==> src/rtl/pcs_tx_pkg.sv <==
// Shared constants and types for the 100GbE PCS transmit-side 64B/66B encoder.
// Holds MII characters, 7-bit block codes, block-type bytes, the T_TYPE and
// state enums, the fixed error/local-fault blocks and the terminate-type lookup.
package pcs_tx_pkg;

    localparam int unsigned LEN_CODED_BLOCK = 66;
    localparam int unsigned LEN_TX_DATA     = 64;
    localparam int unsigned LEN_TX_CTRL     = 8;
    localparam int unsigned LEN_ERR_CNT     = 16;

    // MII control characters
    localparam logic [7:0] MII_IDLE  = 8'h07;
    localparam logic [7:0] MII_START = 8'hFB;
    localparam logic [7:0] MII_TERM  = 8'hFD;
    localparam logic [7:0] MII_ERROR = 8'hFE;
    localparam logic [7:0] MII_SEQ   = 8'h9C;

    // 7-bit control codes inside a coded block
    localparam logic [6:0] CODE_IDLE  = 7'h00;
    localparam logic [6:0] CODE_ERROR = 7'h1E;

    // Sync headers
    localparam logic [1:0] SH_DATA = 2'b01;
    localparam logic [1:0] SH_CTRL = 2'b10;

    // Block-type bytes
    localparam logic [7:0] BT_CTRL  = 8'h1E;
    localparam logic [7:0] BT_START = 8'h78;
    localparam logic [7:0] BT_OSET  = 8'h4B;

    localparam logic [LEN_CODED_BLOCK-1:0] EBLOCK_T = 66'h2_1E3C_78F1_E3C7_8F1E;
    localparam logic [LEN_CODED_BLOCK-1:0] LBLOCK_T = 66'h2_4B00_0001_0000_0000;

    typedef enum logic [2:0] {
        TypeC,
        TypeS,
        TypeD,
        TypeT,
        TypeE
    } t_type_e;

    typedef enum logic [2:0] {
        TxInit,
        TxC,
        TxD,
        TxT,
        TxE
    } tx_state_e;

    // Block-type byte for a terminate in lane k
    function automatic logic [7:0] term_block_type(input logic [2:0] lane);
        logic [7:0] bt;
        unique case (lane)
            3'd0:    bt = 8'h87;
            3'd1:    bt = 8'h99;
            3'd2:    bt = 8'hAA;
            3'd3:    bt = 8'hB4;
            3'd4:    bt = 8'hCC;
            3'd5:    bt = 8'hD2;
            3'd6:    bt = 8'hE1;
            default: bt = 8'hFF;
        endcase
        return bt;
    endfunction

endpackage

==> src/rtl/tx_type_classifier.sv <==
// Combinational T_TYPE classifier for one 64-bit MII word.
// Ports:
//   tx_data     in  64  byte 0 (first on the wire) in [63:56]
//   tx_ctrl     in  8   bit 7 flags byte 0 as a control character
//   t_type      out     C / S / D / T / E classification
//   term_lane   out 3   lane holding Terminate (valid when t_type == TypeT)
//   ordered_set out 1   C-type word is an ordered set rather than idle/error
module tx_type_classifier
    import pcs_tx_pkg::*;
(
    input  logic [LEN_TX_DATA-1:0] tx_data,
    input  logic [LEN_TX_CTRL-1:0] tx_ctrl,
    output t_type_e                t_type,
    output logic [2:0]             term_lane,
    output logic                   ordered_set
);

    logic [7:0] lane [8];
    logic       all_idle_err;
    logic       oset_hit;
    logic       term_hit;
    logic [2:0] term_k;
    logic       tail_ok;

    always_comb begin
        for (int i = 0; i < 8; i++) begin
            lane[i] = tx_data[63 - 8*i -: 8];
        end

        all_idle_err = 1'b1;
        for (int i = 0; i < 8; i++) begin
            if (lane[i] != MII_IDLE && lane[i] != MII_ERROR) begin
                all_idle_err = 1'b0;
            end
        end

        oset_hit = (tx_ctrl == 8'h8F) && (lane[0] == MII_SEQ) && (lane[4] == MII_IDLE) &&
                   (lane[5] == MII_IDLE) && (lane[6] == MII_IDLE) && (lane[7] == MII_IDLE);

        // Terminate in lane k: ctrl bits for lanes >= k set, lanes < k clear,
        // and every lane after the terminate must be Idle.
        term_hit = 1'b0;
        term_k   = 3'd0;
        tail_ok  = 1'b0;
        for (int k = 0; k < 8; k++) begin
            tail_ok = 1'b1;
            for (int j = k + 1; j < 8; j++) begin
                if (lane[j] != MII_IDLE) begin
                    tail_ok = 1'b0;
                end
            end
            if ((tx_ctrl == (8'hFF >> k)) && (lane[k] == MII_TERM) && tail_ok) begin
                term_hit = 1'b1;
                term_k   = 3'(k);
            end
        end

        t_type      = TypeE;
        ordered_set = 1'b0;
        term_lane   = term_k;
        if (tx_ctrl == 8'h00) begin
            t_type = TypeD;
        end else if (tx_ctrl == 8'h80 && lane[0] == MII_START) begin
            t_type = TypeS;
        end else if (tx_ctrl == 8'hFF && all_idle_err) begin
            t_type = TypeC;
        end else if (oset_hit) begin
            t_type      = TypeC;
            ordered_set = 1'b1;
        end else if (term_hit) begin
            t_type = TypeT;
        end
    end

endmodule

==> src/rtl/tx_encoder.sv <==
// Transmit 64B/66B encoder: classifies each enabled MII word, runs the
// transmit state machine and registers a 66-bit coded block for the scrambler.
// Ports:
//   i_clock     in  1   rising-edge clock
//   i_reset     in  1   asynchronous active-high reset
//   i_enable    in  1   input sample qualifier
//   i_tx_data   in  64  MII data, byte 0 in [63:56]
//   i_tx_ctrl   in  8   MII control mask, bit 7 = byte 0
//   o_tx_coded  out 66  sync header [65:64] + payload
//   o_valid     out 1   high the cycle after each enabled sample
//   o_err_count out 16  saturating count of emitted EBLOCK_T blocks
module tx_encoder
    import pcs_tx_pkg::*;
(
    input  logic                       i_clock,
    input  logic                       i_reset,
    input  logic                       i_enable,
    input  logic [LEN_TX_DATA-1:0]     i_tx_data,
    input  logic [LEN_TX_CTRL-1:0]     i_tx_ctrl,
    output logic [LEN_CODED_BLOCK-1:0] o_tx_coded,
    output logic                       o_valid,
    output logic [LEN_ERR_CNT-1:0]     o_err_count
);

    t_type_e    t_type;
    logic [2:0] term_lane;
    logic       ordered_set;

    tx_type_classifier u_classifier (
        .tx_data     (i_tx_data),
        .tx_ctrl     (i_tx_ctrl),
        .t_type      (t_type),
        .term_lane   (term_lane),
        .ordered_set (ordered_set)
    );

    tx_state_e                  state_q, state_d;
    logic [LEN_CODED_BLOCK-1:0] coded_q, coded_d;
    logic                       valid_q;
    logic [LEN_ERR_CNT-1:0]     err_q;
    logic [LEN_CODED_BLOCK-1:0] enc_block;
    logic [55:0]                ctrl_codes;
    logic [55:0]                term_mask;
    logic                       emit_err;

    // Block encoding mux, independent of state
    always_comb begin
        ctrl_codes = '0;
        for (int i = 0; i < 8; i++) begin
            ctrl_codes[55 - 7*i -: 7] = (i_tx_data[63 - 8*i -: 8] == MII_ERROR) ?
                                        CODE_ERROR : CODE_IDLE;
        end
        // Keep data lanes ahead of the terminate, zero the rest
        term_mask = ~({56{1'b1}} >> {term_lane, 3'b000});

        unique case (t_type)
            TypeD: enc_block = {SH_DATA, i_tx_data};
            TypeS: enc_block = {SH_CTRL, BT_START, i_tx_data[55:0]};
            TypeC: begin
                if (ordered_set) begin
                    enc_block = {SH_CTRL, BT_OSET, i_tx_data[55:32], 4'h0, 28'h0};
                end else begin
                    enc_block = {SH_CTRL, BT_CTRL, ctrl_codes};
                end
            end
            TypeT: enc_block = {SH_CTRL, term_block_type(term_lane),
                                i_tx_data[63:8] & term_mask};
            default: enc_block = EBLOCK_T;
        endcase
    end

    always_comb begin
        state_d  = state_q;
        emit_err = 1'b0;
        unique case (state_q)
            TxD: begin
                if (t_type == TypeD) begin
                    state_d = TxD;
                end else if (t_type == TypeT) begin
                    state_d = TxT;
                end else begin
                    state_d  = TxE;
                    emit_err = 1'b1;
                end
            end
            TxE: begin
                unique case (t_type)
                    TypeD, TypeS: state_d = TxD;
                    TypeC:        state_d = TxC;
                    TypeT:        state_d = TxT;
                    default: begin
                        state_d  = TxE;
                        emit_err = 1'b1;
                    end
                endcase
            end
            // TxInit, TxC and TxT share the same transitions
            default: begin
                if (t_type == TypeC) begin
                    state_d = TxC;
                end else if (t_type == TypeS) begin
                    state_d = TxD;
                end else begin
                    state_d  = TxE;
                    emit_err = 1'b1;
                end
            end
        endcase
        coded_d = emit_err ? EBLOCK_T : enc_block;
    end

    always_ff @(posedge i_clock or posedge i_reset) begin
        if (i_reset) begin
            state_q <= TxInit;
            coded_q <= LBLOCK_T;
            valid_q <= 1'b0;
            err_q   <= '0;
        end else begin
            valid_q <= i_enable;
            if (i_enable) begin
                state_q <= state_d;
                coded_q <= coded_d;
                if (emit_err && (err_q != '1)) begin
                    err_q <= err_q + 1'b1;
                end
            end
        end
    end

    assign o_tx_coded  = coded_q;
    assign o_valid     = valid_q;
    assign o_err_count = err_q;

endmodule

==> config.mk <==
export PLATFORM = sky130hd
export DESIGN_NAME = tx_encoder
export DESIGN_NICKNAME = d
export VERILOG_FILES = /design/src/rtl/pcs_tx_pkg.sv /design/src/rtl/tx_type_classifier.sv /design/src/rtl/tx_encoder.sv
export SDC_FILE = /design/constraint.sdc
export NUM_CORES = 1
export LEC_CHECK = 0
export BUFFER_PORTS_ARGS = -buffer_cell sky130_fd_sc_hd__buf_2
export CAP_MARGIN = 20
export CORE_MARGIN = 2
export CORE_UTILIZATION = 41
export CTS_CLUSTER_SIZE = 24
export DETAILED_ROUTE_END_ITERATION = 12
export PLACE_DENSITY = 0.75
export SYNTH_ARGS = -nofsm -noshare
export SYNTH_HDL_FRONTEND = slang
export SYNTH_SLANG_ARGS = --single-unit
==> constraint.sdc <==
create_clock -name i_clock -period 5.2 [get_ports i_clock]
set_input_delay 1.04 -clock i_clock [delete_from_list [all_inputs] [get_ports i_clock]]
set_output_delay 1.04 -clock i_clock [all_outputs]
set_load 0.01 [all_outputs]
==> flow_summary.ini <==
[outcome]
outcome = finished, final reports clean

[floorplan]
die_area_sq_mm = 0.01395
coreArea_sq_mm = 0.01267
dieWidth_microns = 118.1
rows = 41
ios = 158
die_y_microns = 118.1
start_util = 0.4214

[worst_setup_path]
r2r.worst_path.cells = 7
required_ns = 5.47
worstSetupPathType = in -> reg
worstPathArrival_ns = 4.40
cp-end-kind = flop
crit_path_frequent_cell = o21ai_0
cp_num_cells = 13
cp_num_buf_inv = 3
path_delay_family = simple AND/OR/NAND/NOR gates
slowest_stage = nor2_1
cp_cell_sequence = buf_2 > or4_1 > nor4_1 > buf_4 > nand3_1 > o21ai_0 > a21boi_0 > o21ai_0 > inv_1 > ha_1 > nor2_1 > a22oi_1 > a31oi_1
cp-start-kind = input pin
critPathMaxFanout = 8
max_stage_delay_ns = 0.54

[pwr]
p_switching_uw = 575.6
cellPowerDensity_mw_per_mm2 = 282.9
internal_power_uw = 1275
p_sw_frac = 0.3111
clock_power_share = 0.344
peakVddDrop_uv = 166.9
power_frac_comb = 0.207
leakagePower_uw = 0.002669
seqPwrFrac = 0.449

[grt]
first_global_vias = 5428
grt_pass1_wl_mm = 29.30
grt-ovfl-total = 0
grt_antenna_before_repair = 0
grt_max_degree = 53
grt_use_total = 0.2623

[clocking]
cts_tree = yes
cts_sinks = 86
cts_max_level = 3
cts_resized = 0
clk_latency_ns = 0.35
cts-buffers-inserted = 9
hold_buffers = 0
path_clk_slew_ns = 0.06
clockRootBuffer = clkbuf_16
cts_setup_buffers = 0
cts_buffer_depth = 2

[sta]
setup_viol = 0
report.final.slew_viol_count = 0
fmax_mhz = 242.1
rsz0062_at_grt = no
post-route-min-period_ns = 4.131
fin_crit_sh = 0.7944
maxSlewHeadroom = 0.3133
hold_viol_final = 0
fin_tns_setup_ns = 0
finalClockSkew_ns = 0.008064
worstMarginPinSlew_ns = 1.029

[logic_synthesis]
synthArstFlopShare = 1.000
postSynthRegisterBits = 86
syn_avg_cell_area_sq_um = 9.082
yosysTopAreaCell = dfrtp_1
synth.top_cells.by_area = dfrtp_1 37%, nor2_1 5.6%, a22oi_1 4.6%
synth-simple-area-share = 0.2692
syn_area_sq_mm = 0.005340
synth_edf_count = 0
synth_top_family_by_area = simple AND/OR/NAND/NOR gates
synth_xor_area_frac = 0.02296
muxShareOfSynthArea = 0.004920
synthAdderAreaFrac = 0.01172
ys.flop_type = dfrtp_1
yosys_warnings = 0
synthCells = 588
synth_top_area_share = 0.3749
synth_seq_area_share = 0.4044
ys_top_cells_by_count = 80 x dfrtp_1, 80 x nor2_1, 38 x a21oi_1, 38 x nand2_1, 33 x a22oi_1
syn-num-nets = 668
yosysUniqueCellTypes = 70
synth_compound_area_frac = 0.2502

[place]
hpwlAfterDp_mm = 13.77
dp_cells = 896
port_buffers = 157
globalplace.congestion = 0.9426

[routing]
firstDrtPassIters = 5
avgRoutedWirePerCell_microns = 20.01
antenna_left = 0
vias = 5672
dr.first_iter.drc_count = 568
post-route-drc-count = 0
drt-total-wl_mm = 18.25
routed_via_density = 6.219

[hold_path]
hold_path.class = reg -> reg
holdPathStages = 1

[final_layout]
nNetsFinal = 815
nFillCells = 1224
layout-drive-gt1-share = 0.2811
area_growth_pct = 22.49
final_cells = 912
num_antenna_cells = 0

[run]
maxCapViolCount = 0
-- cell families (layout without fill, tap and decap cells) --
kind of cell    Yosys count  after routing
simple gates            262            262
mux                       2              2
flops                    86             86
fa+ha+maj                 5              5
compound gates          180            180
buf+inv                  39            191
xor+xnor                 14             14
-- through the flow --
stage	setup WS [ns]	utilization	hold WS, ns	total power [uW]	area [sq um]
after floorplan	1.406	-	0.4842	1032	5340
after global placement	0.8400	0.4925	0.4637	1211	6241
after detailed placement	0.7947	0.4937	0.4712	1224	6256
after CTS	1.130	0.5162	0.4860	1858	6541
after global routing	0.8234	0.5162	0.5047	1931	6541
final	1.069	0.5162	0.4806	1851	6541
-- final cells by class --
class,count,area (sq um),area share
multi-input cells,463,2989,0.4570
flip-flops and latches,86,2160,0.3301
repair buffers,165,853.3,0.1305
clock buffers,11,232.7,0.03558
well taps,172,215.2,0.03290
clock inverters,5,52.55,0.008034
inverters,10,38.79,0.005930
-- registers in the layout (all words and copies together), names as in the netlist --
name         cells
state_q          3
o_err_count     16
o_tx_coded      66
o_valid          1
-- layout by cell type (no fill, tap or decap), drive strengths merged, types with 8 or more instances in the layout --
master,Yosys,layout
nand3,18,18
a221oi,19,19
inv,10,9
o2bb2ai,27,27
or4,13,13
nor4,13,13
xor2,14,14
nand4,19,19
nand4b,8,8
clkbuf,20,11
nor2,81,81
a21oi,38,38
nand2,38,38
o21ai,13,13
dfrtp,80,80
buf,9,165
nor3,16,16
a31oi,15,15
a22oi,33,33
-- layer usage --
layer  vias up  routed length, microns  track usage  part of all wire
met2       319                    8360       0.3985              0.46
met3        44                    1544      0.05039             0.085
met1      2733                    7842       0.3641              0.43
met4         0                     499       0.1122             0.027
li1       2576                       -            -                 -
met5         -                       0            0                 0
-- power groups by stage --
stage	Clock (uW)	Sequential [uW]	Combinational (uW)
6_report	637	831	383
5_1_grt	670	841	420
4_1_cts	643	831	384
3_5_place_dp	0	842	383
3_3_place_gp	0	837	374
2_1_floorplan	0	867	165
-- worst paths after layout --
check	end	slack, ns	start
min in group asynchronous	o_err_count[4]	0.77	i_reset
worst min-delay path	o_tx_coded[63]	0.48	o_tx_coded[63]
max in group asynchronous	state_q[1]	3.38	i_reset
worst max-delay path	o_tx_coded[18]	1.07	i_tx_data[37]
worst min register to register	o_tx_coded[63]	0.48	o_tx_coded[63]
worst max register to register	o_tx_coded[14]	2.40	state_q[1]
Power figures use the tool's default switching activity.
